--- config.mk ---
export PLATFORM = sky130hd
export DESIGN_NAME = lcd_text_ctrl_flat
export DESIGN_NICKNAME = d
export VERILOG_FILES = /design/src/rtl/lcd_text_ctrl_if.sv /design/src/rtl/lcd_text_ctrl.sv /design/src/flat_wrapper.sv
export SDC_FILE = /design/constraint.sdc
export NUM_CORES = 1
export LEC_CHECK = 0
export BUFFER_PORTS_ARGS = -buffer_cell sky130_fd_sc_hd__buf_2
export CORE_ASPECT_RATIO = 1.75
export CORE_MARGIN = 5
export CORE_UTILIZATION = 35
export CTS_CLUSTER_SIZE = 16
export DETAILED_ROUTE_END_ITERATION = 8
export PLACE_DENSITY = 0.59
export SKIP_LAST_GASP = 1
export SLEW_MARGIN = 10
export SYNTH_ARGS = -nofsm -noshare
export SYNTH_HDL_FRONTEND = slang
export SYNTH_SLANG_ARGS = --single-unit
export TNS_END_PERCENT = 20
--- constraint.sdc ---
create_clock -name Clock -period 8.15 [get_ports Clock]
set_clock_uncertainty 0.2 [all_clocks]
set_input_delay 1.63 -clock Clock [delete_from_list [all_inputs] [get_ports Clock]]
set_output_delay 1.63 -clock Clock [all_outputs]
set_load 0.02 [all_outputs]
--- src/rtl/lcd_text_ctrl_if.sv ---
// ---------------------------------------------------------------------------
// lcd_text_ctrl_if
// Request channel between a host and the character-LCD text controller.
//   iValid          host -> ctrl  request strobe
//   iRegisterSelect host -> ctrl  0 = command byte, 1 = data byte
//   iData[7:0]      host -> ctrl  request byte
//   oReady          ctrl -> host  controller accepts a request this cycle
// A request transfers on a cycle where iValid and oReady are both 1.
// ---------------------------------------------------------------------------
interface lcd_text_ctrl_if;
    logic       iValid;
    logic       iRegisterSelect;
    logic [7:0] iData;
    logic       oReady;

    modport master (
        output iValid,
        output iRegisterSelect,
        output iData,
        input  oReady
    );

    modport slave (
        input  iValid,
        input  iRegisterSelect,
        input  iData,
        output oReady
    );
endinterface

--- src/rtl/lcd_text_ctrl.sv ---
// ---------------------------------------------------------------------------
// lcd_text_ctrl
// Write-only 4-bit-mode driver for an HD44780-style character LCD.
// After reset it runs the power-on sequence (15 ms wait, three 0x3 nibbles,
// one 0x2 nibble) followed by the configuration bytes 0x28, ENTRY_MODE,
// DISPLAY_CTRL and 0x01, then raises oInitDone and accepts host bytes.
//
// Ports
//   Clock                    rising-edge clock
//   Reset                    asynchronous, active-low reset
//   bus (slave)              iValid / iRegisterSelect / iData / oReady
//   oInitDone                power-on sequence finished (sticky)
//   oLCD_Enabled             LCD_E
//   oLCD_RegisterSelect      LCD_RS
//   oLCD_ReadWrite           LCD_RW, always 0
//   oLCD_StrataFlashControl  SF_CE0, always 1 (keeps the shared flash off)
//   oLCD_Data[3:0]           SF_D<11:8>
//
// Every nibble state lasts E_CYCLES+3 cycles: 2 setup, E_CYCLES with E high,
// 1 hold. All delays are microseconds * CLK_MHZ cycles.
// ---------------------------------------------------------------------------
module lcd_text_ctrl #(
    parameter int         CLK_MHZ      = 50,
    parameter int         E_CYCLES     = 12,
    parameter logic [7:0] ENTRY_MODE   = 8'h06,
    parameter logic [7:0] DISPLAY_CTRL = 8'h0C
) (
    input  logic             Clock,
    input  logic             Reset,
    lcd_text_ctrl_if.slave   bus,
    output logic             oInitDone,
    output logic             oLCD_Enabled,
    output logic             oLCD_RegisterSelect,
    output logic             oLCD_ReadWrite,
    output logic             oLCD_StrataFlashControl,
    output logic [3:0]       oLCD_Data
);

    typedef enum logic [3:0] {
        PWR_WAIT,
        INIT_NIB,
        INIT_WAIT,
        CFG,
        IDLE,
        HI_NIB,
        GAP,
        LO_NIB,
        EXEC_WAIT
    } state_t;

    // Terminal counts: a state that lasts N cycles exits when count == N-1.
    localparam logic [31:0] MHZ          = 32'(CLK_MHZ);
    localparam logic [31:0] PWR_LAST     = 32'd15000 * MHZ - 32'd1;
    localparam logic [31:0] WAIT4100     = 32'd4100  * MHZ - 32'd1;
    localparam logic [31:0] WAIT100      = 32'd100   * MHZ - 32'd1;
    localparam logic [31:0] WAIT40       = 32'd40    * MHZ - 32'd1;
    localparam logic [31:0] WAIT1640     = 32'd1640  * MHZ - 32'd1;
    localparam logic [31:0] GAP_LAST     = MHZ - 32'd1;
    localparam logic [31:0] E_FIRST      = 32'd2;
    localparam logic [31:0] E_LAST       = 32'(E_CYCLES + 1);
    localparam logic [31:0] NIB_LAST     = 32'(E_CYCLES + 2);
    localparam logic [31:0] COUNT_MAX    = 32'hFFFF_FFFF;

    state_t      stateReg, stateNext;
    logic [31:0] countReg;
    logic [1:0]  stepReg;       // power-on nibble index 0..3
    logic [1:0]  cfgIdxReg;     // configuration byte index 0..3
    logic [7:0]  byteReg;       // byte currently being written
    logic        rsReg;         // RS of byte currently being written
    logic        initDoneReg;

    logic        accept;
    logic        leaving;
    logic [31:0] initWaitLast;
    logic [31:0] execLast;
    logic [7:0]  cfgByte;
    logic [3:0]  initNibble;
    logic        eWindow;

    assign accept  = bus.iValid && bus.oReady;
    assign leaving = (stateNext != stateReg);

    // Per-step lookups
    always_comb begin
        initWaitLast = WAIT40;
        case (stepReg)
            2'd0:    initWaitLast = WAIT4100;
            2'd1:    initWaitLast = WAIT100;
            default: initWaitLast = WAIT40;
        endcase
    end

    always_comb begin
        cfgByte = 8'h28;
        case (cfgIdxReg)
            2'd0:    cfgByte = 8'h28;
            2'd1:    cfgByte = ENTRY_MODE;
            2'd2:    cfgByte = DISPLAY_CTRL;
            default: cfgByte = 8'h01;
        endcase
    end

    // Clear-display and return-home commands need the long execution time.
    assign execLast   = (!rsReg && (byteReg == 8'h01 || byteReg == 8'h02)) ? WAIT1640 : WAIT40;
    assign initNibble = (stepReg == 2'd3) ? 4'h2 : 4'h3;

    // State register and datapath
    always_ff @(posedge Clock or negedge Reset) begin
        if (!Reset) begin
            stateReg    <= PWR_WAIT;
            countReg    <= '0;
            stepReg     <= '0;
            cfgIdxReg   <= '0;
            byteReg     <= '0;
            rsReg       <= 1'b0;
            initDoneReg <= 1'b0;
        end else begin
            stateReg <= stateNext;

            // Restart on every state entry; saturate rather than wrap.
            if (leaving)
                countReg <= '0;
            else if (countReg != COUNT_MAX)
                countReg <= countReg + 32'd1;

            if (stateReg == INIT_WAIT && leaving)
                stepReg <= stepReg + 2'd1;

            if (stateReg == CFG) begin
                byteReg <= cfgByte;
                rsReg   <= 1'b0;
            end

            if (accept) begin
                byteReg <= bus.iData;
                rsReg   <= bus.iRegisterSelect;
            end

            if (stateReg == EXEC_WAIT && leaving && !initDoneReg) begin
                if (cfgIdxReg == 2'd3)
                    initDoneReg <= 1'b1;
                else
                    cfgIdxReg <= cfgIdxReg + 2'd1;
            end
        end
    end

    // Next-state logic
    always_comb begin
        stateNext = stateReg;
        case (stateReg)
            PWR_WAIT:  if (countReg == PWR_LAST)     stateNext = INIT_NIB;
            INIT_NIB:  if (countReg == NIB_LAST)     stateNext = INIT_WAIT;
            INIT_WAIT: if (countReg == initWaitLast) stateNext = (stepReg == 2'd3) ? CFG : INIT_NIB;
            CFG:                                     stateNext = HI_NIB;
            IDLE:      if (accept)                   stateNext = HI_NIB;
            HI_NIB:    if (countReg == NIB_LAST)     stateNext = GAP;
            GAP:       if (countReg == GAP_LAST)     stateNext = LO_NIB;
            LO_NIB:    if (countReg == NIB_LAST)     stateNext = EXEC_WAIT;
            EXEC_WAIT: begin
                if (countReg == execLast) begin
                    // Last configuration byte hands over to IDLE as well.
                    if (initDoneReg || cfgIdxReg == 2'd3)
                        stateNext = IDLE;
                    else
                        stateNext = CFG;
                end
            end
            default:                                 stateNext = PWR_WAIT;
        endcase
    end

    // Outputs (decoded from registered state, so reset clears them at once)
    assign eWindow = (countReg >= E_FIRST) && (countReg <= E_LAST);

    always_comb begin
        oLCD_Enabled        = 1'b0;
        oLCD_RegisterSelect = 1'b0;
        oLCD_Data           = 4'h0;
        case (stateReg)
            INIT_NIB: begin
                oLCD_Data    = initNibble;
                oLCD_Enabled = eWindow;
            end
            INIT_WAIT: oLCD_Data = initNibble;
            CFG:       oLCD_Data = cfgByte[7:4];
            HI_NIB: begin
                oLCD_Data           = byteReg[7:4];
                oLCD_RegisterSelect = rsReg;
                oLCD_Enabled        = eWindow;
            end
            GAP: begin
                oLCD_Data           = byteReg[7:4];
                oLCD_RegisterSelect = rsReg;
            end
            LO_NIB: begin
                oLCD_Data           = byteReg[3:0];
                oLCD_RegisterSelect = rsReg;
                oLCD_Enabled        = eWindow;
            end
            EXEC_WAIT: begin
                oLCD_Data           = byteReg[3:0];
                oLCD_RegisterSelect = rsReg;
            end
            default: ;
        endcase
    end

    assign bus.oReady              = (stateReg == IDLE) && initDoneReg;
    assign oInitDone               = initDoneReg;
    assign oLCD_ReadWrite          = 1'b0;
    assign oLCD_StrataFlashControl = 1'b1;

endmodule

--- src/flat_wrapper.sv ---
// flat-port wrapper written by rule: the top's interface ports become plain ports
module lcd_text_ctrl_flat 
#(
    parameter int         CLK_MHZ      = 50,
    parameter int         E_CYCLES     = 12,
    parameter logic [7:0] ENTRY_MODE   = 8'h06,
    parameter logic [7:0] DISPLAY_CTRL = 8'h0C
)
  (Clock, Reset, oInitDone, oLCD_Enabled, oLCD_RegisterSelect, oLCD_ReadWrite, oLCD_StrataFlashControl, oLCD_Data, bus_iValid, bus_iRegisterSelect, bus_iData, bus_oReady);
  lcd_text_ctrl_if bus_i ();
  input  logic Clock;
  input  logic Reset;
  output logic oInitDone;
  output logic oLCD_Enabled;
  output logic oLCD_RegisterSelect;
  output logic oLCD_ReadWrite;
  output logic oLCD_StrataFlashControl;
  output logic [3:0] oLCD_Data;
  input wire logic [$bits(bus_i.iValid)-1:0] bus_iValid;
  input wire logic [$bits(bus_i.iRegisterSelect)-1:0] bus_iRegisterSelect;
  input wire logic [$bits(bus_i.iData)-1:0] bus_iData;
  output wire logic [$bits(bus_i.oReady)-1:0] bus_oReady;
  assign bus_i.iValid = bus_iValid;
  assign bus_i.iRegisterSelect = bus_iRegisterSelect;
  assign bus_i.iData = bus_iData;
  assign bus_oReady = bus_i.oReady;
  lcd_text_ctrl #(.CLK_MHZ(CLK_MHZ), .E_CYCLES(E_CYCLES), .ENTRY_MODE(ENTRY_MODE), .DISPLAY_CTRL(DISPLAY_CTRL)) u_core (.Clock(Clock), .Reset(Reset), .bus(bus_i), .oInitDone(oInitDone), .oLCD_Enabled(oLCD_Enabled), .oLCD_RegisterSelect(oLCD_RegisterSelect), .oLCD_ReadWrite(oLCD_ReadWrite), .oLCD_StrataFlashControl(oLCD_StrataFlashControl), .oLCD_Data(oLCD_Data));
endmodule
After elaboration in Yosys (flattened, before gate mapping)
Index checks and enable logic that the tools add are counted.
Cells by class
  $add $sub $neg: 3
  order comparisons: 2
  equal/unequal tests: 22
  multiplexer cells: 24
  bitwise gates (word level): 1
  reductions and logical operators: 23
Operators by type and width (number)
  32-bit 2-to-1 mux: 2
  18-bit case mux with 2 select lines: 1
  4-bit case mux with 9 select lines: 1
  32-bit by 1-bit adder with 32-bit output (second input constant): 1
  32-bit by 18-bit == test with 1-bit output: 1
  32-bit by 20-bit == test with 1-bit output (second input constant): 1
  32-bit == test: 1
  32-bit by 4-bit == test with 1-bit output (second input constant): 1
  32-bit by 6-bit == test with 1-bit output (second input constant): 1
  32-bit by 2-bit >= comparator with 1-bit output (second input constant): 1
  32-bit by 4-bit <= comparator with 1-bit output (second input constant): 1
  4-bit 2-to-1 mux: 8
  32-bit inequality test (second input constant): 1
  6-bit case mux with 3 select lines: 1
  17-bit 2-to-1 mux: 1
  4-bit by 3-bit == test with 1-bit output (second input constant): 4
  8-bit 2-to-1 mux: 2
  4-bit case mux with 4 select lines: 1
  4-bit by 2-bit == test with 1-bit output (second input constant): 2
  8-bit by 1-bit == test with 1-bit output (second input constant): 1
  8-bit by 2-bit == test with 1-bit output (second input constant): 1
  1-bit logical AND: 7
  2-bit == test (second input constant): 3
  2-bit OR reduction: 3
  17 further kinds: 28
Word-level totals
  register bits after elaboration: 50
  input port bits: 12
  output and inout bits: 10
  logic and storage cells: 82

Longest topological paths before layout
  word-level depth: 11
  mapped depth: 10
  depth with buffers taken out: 9

Least setup slack after synthesis
Ideal clock, no wire load.
  kind: register to output
  from: reg u_core.countReg[7]
  to: out oLCD_Enabled
  arrival: 1565 ps
  data required time: 6320 ps
  slack: 4755 ps
  cell stages (with the launch flop): 6
  buffers on the path: 1
  cell sequence: dfrtp_1 -> buf_2 -> or4_1 -> nor2_1 -> and3_1 -> and4_1
On the way
  word-level cells in the longest chain between the ends: 3
  elaborated cells between the ends (all ways): 4
  those cells by class: 2 x order compare; 1 x mux; 1 x reduce/logical
RTL lines
  start, declared: line lcd_text_ctrl.sv:65  | logic [31:0] countReg;
  start signal, assigned: line lcd_text_ctrl.sv:124  | countReg <= countReg + 32'd1;
  32-bit by 2-bit >= comparator with 1-bit output / 32-bit by 4-bit <= comparator with 1-bit output (equally long branches): line lcd_text_ctrl.sv:174  | assign eWindow = (countReg >= E_FIRST) && (countReg <= E_LAST);
  1-bit logical AND (*): line lcd_text_ctrl.sv:174
  1-bit 2-to-1 mux (*): line lcd_text_ctrl.sv:180  | case (stateReg)
  end, declared: line flat_wrapper.sv:14  | output logic oLCD_Enabled;
Mark *: on every way between the ends. The rest lies on a longest branch, timed or not.

Worst setup path after layout
  from: reg u_core.countReg[24]
  to: out oLCD_Enabled
The elaborated chain is that of the path after synthesis.

==> flow_summary.yaml <==
status:
  status: "finished clean"
logic_synthesis:
  synth_top_cell_area_share: 0.368
  yosys_warnings: 0
  syn_area_mm2: 0.00340
  yosysTopAreaCell: "dfrtp_1"
  syn_inst: 392
  syn_nets: 416
  synth_edf_count: 0
  async_flop_share: 1.00
  syn_area_per_cell_um2: 8.67
  ys_types: 53
  ys.flop_type: "dfrtp_1"
  synth_seq_area_share: 0.368
  ys_ff_latch: 50
  yosys-top-cells-area: "dfrtp_1 37%, xnor2_1 6.4%, nor3_1 6.2%, ha_1 4.4%, nand2_1 4.1%"
worst_setup_path:
  worstPathRequired_ns: 6.32
  crit_top_cell: "and4_1"
  critPathSlowestCell: "nor4_1"
  crit_start: "u_core.countReg[24]"
  cp_cell_sequence: "nor4_1 > and4_1 > and3_1 > and4_1 > buf_2"
  ff2ff_setup_slack_ns: 4.66
  regToRegStartpoint: "u_core.stepReg[0]"
  critPathCaptureType: "output port"
  path_class: "reg2out"
  crit-reg2reg-capture: "u_core.countReg[13]"
  start_kind: "flop"
  r2r_cells: 9
  cp_max_fo: 6
  arrival_ns: 2.16
  slowest_delay_ns: 0.53
timing:
  drv_slew: 0
  final.min_clock_period_ns: 3.99
  finalCritPeriodShare: 0.490
  max_freq_mhz: 250
  tightestPinTransition_ns: 0.918
  worst_slack_ns: 4.16
  rsz0062_at_grt: "no"
  hold_viol: 0
  finalSetupViolCount: 0
  tns_ns: 0
  slew_headroom: 0.388
global_route:
  grt_pass1_vias: 2973
  grt_pass1_wl_mm: 15.0
  track_usage: 0.154
  grt_antenna_before_repair: 0
  grt_max_degree: 51
  grt.overflow.total: 0
place:
  place_ws_ns: 4.30
  finalWeightedCongestion: 0.850
  numPortBuffers: 19
  dp.cells: 509
  hpwl_mm: 6.38
power:
  finalPower_uw: 537
  p_per_area_mw_per_mm2: 144
  static-leakage-power_uw: 0.00153
  ir_drop_v: 0.000108
run:
  drv_cap: 0
floorplan:
  start_util: 0.359
  die_area_mm2: 0.0119
  die_height_um: 140
  fp.dieW_um: 84.5
  ios: 22
  core_area_mm2: 0.00947
  num_rows: 47
route:
  drt-initial-drc-count: 132
  drc_errors: 0
  vias: 2913
  viasPerCell: 5.63
  ant_nets: 0
  drt-total-wl_mm: 8.89
  wl_per_cell_um: 17.2
  first_pass_iters: 4
cts:
  numCtsBuffers: 5
  clock-sinks: 50
  htree_levels: 2
  root_buffer: "clkbuf_16"
  cts.hold.buffers_added: 0
  cts_tree: "yes"
  clk_latency_ns: 0.30
  clock_path_buffers: 2
  postCtsSetupRepairBufs: 0
  cts.repair.resized: 0
  clkTransAtPathRegs_ns: 0.07
final_layout:
  final_nets: 418
  fin_util: 0.394
  syn_to_final_growth_pct: 9.83
  drive_gt1_frac: 0.0962
  final_cell_mix: "50 x dfrtp_1, 42 x nor3_1, 37 x nand2_1, 25 x xnor2_1, 22 x nor2_1"
  diodes: 0
  final_common_cell: "dfrtp_1"
  final_cells: 517
worst_hold_path:
  min_to: "u_core.byteReg[0]"
  hold_depth: 2
  holdCritStartpoint: "u_core.byteReg[0]"
  hold_class: "reg2reg"
-- metrics by stage --
stage,hold WS (ns),cell area (um2)
floorplan,0.269,3400
global placement,0.344,3530
detailed placement,0.345,3530
CTS,0.362,3730
global route,0.378,3730
finish,0.357,3730
-- cells by family after synthesis --
kind of cell               after synthesis  share of synthesized area
AOI/OAI and AO/OA                       49                      0.104
buffers and inverters                   41                     0.0585
xor gates and xnor gates                36                     0.0927
adders and majority gates               12                     0.0442
muxes                                    4                     0.0118
other                                    2                    0.00221
and+or+nand+nor                        198                      0.318
DFF                                     50                      0.368
-- critical path: cells and delay by family (launching register included) --
kind | cells | cell delay, ns
flops | 1 | 0.44
simple gates | 4 | 1.26
buf+inv | 1 | 0.17
-- registers in the layout (all words and copies together), names as in the netlist --
| register | cells |
|---|---|
| u_core.rsReg | 1 |
| u_core.byteReg | 8 |
| u_core.oInitDone | 1 |
| u_core.stateReg | 4 |
| u_core.cfgIdxReg | 2 |
| u_core.countReg | 32 |
| u_core.stepReg | 2 |
-- area by class of cell --
type / count / area [um2]
timing repair buffer: 23 / 125
clock inverter: 2 / 60.1
fill: 969 / 5730
tap: 122 / 153
sequential: 50 / 1250
inverter: 13 / 48.8
multi-input combinational: 301 / 1960
clock buffer: 6 / 139
-- synthesized netlist by cell type (all sizes together) (2+ instances only) --
library cell / n
nand2: 37
o2111ai: 2
nor2b: 3
nor3: 42
mux2i: 4
and4: 10
a211oi: 2
o31ai: 4
and2: 6
nor4: 17
and3: 12
clkbuf: 14
nor2: 22
conb: 2
a22oi: 3
nand4: 12
nand3b: 3
xor2: 11
o22ai: 2
dfrtp: 50
or4b: 2
xnor2: 25
nor4bb: 3
buf: 14
or3: 3
or4: 2
a21oi: 8
ha: 12
a41oi: 2
nand3: 18
inv: 13
a22o: 3
o21ai: 16
-- where the power goes --
part / internal [uW] / switching [uW]
clock network: 184 / 96.3
registers: 248 / 0
logic: 2.17 / 6.62
total: 435 / 103
-- worst max path at each step --
stage / endpoint / slack [ns] / depth (start not counted)
after CTS: oLCD_Enabled / 4.14 / 5
after global routing: oLCD_Enabled / 3.95 / 5
after detailed placement: u_core.countReg[4] / 4.30 / 7
final: oLCD_Enabled / 4.16 / 5
after global placement: u_core.countReg[4] / 4.39 / 7
after floorplan: oLCD_Enabled / 4.76 / 5
-- layer usage --
metal / vias up / track usage / wire (um)
met5: - / 0 / 0
met4: 0 / 0.0567 / 176
met3: 13 / 0.0241 / 239
met2: 45 / 0.292 / 4930
met1: 1444 / 0.170 / 3540
li1: 1411 / - / -
(Power assumes the default switching activity.)
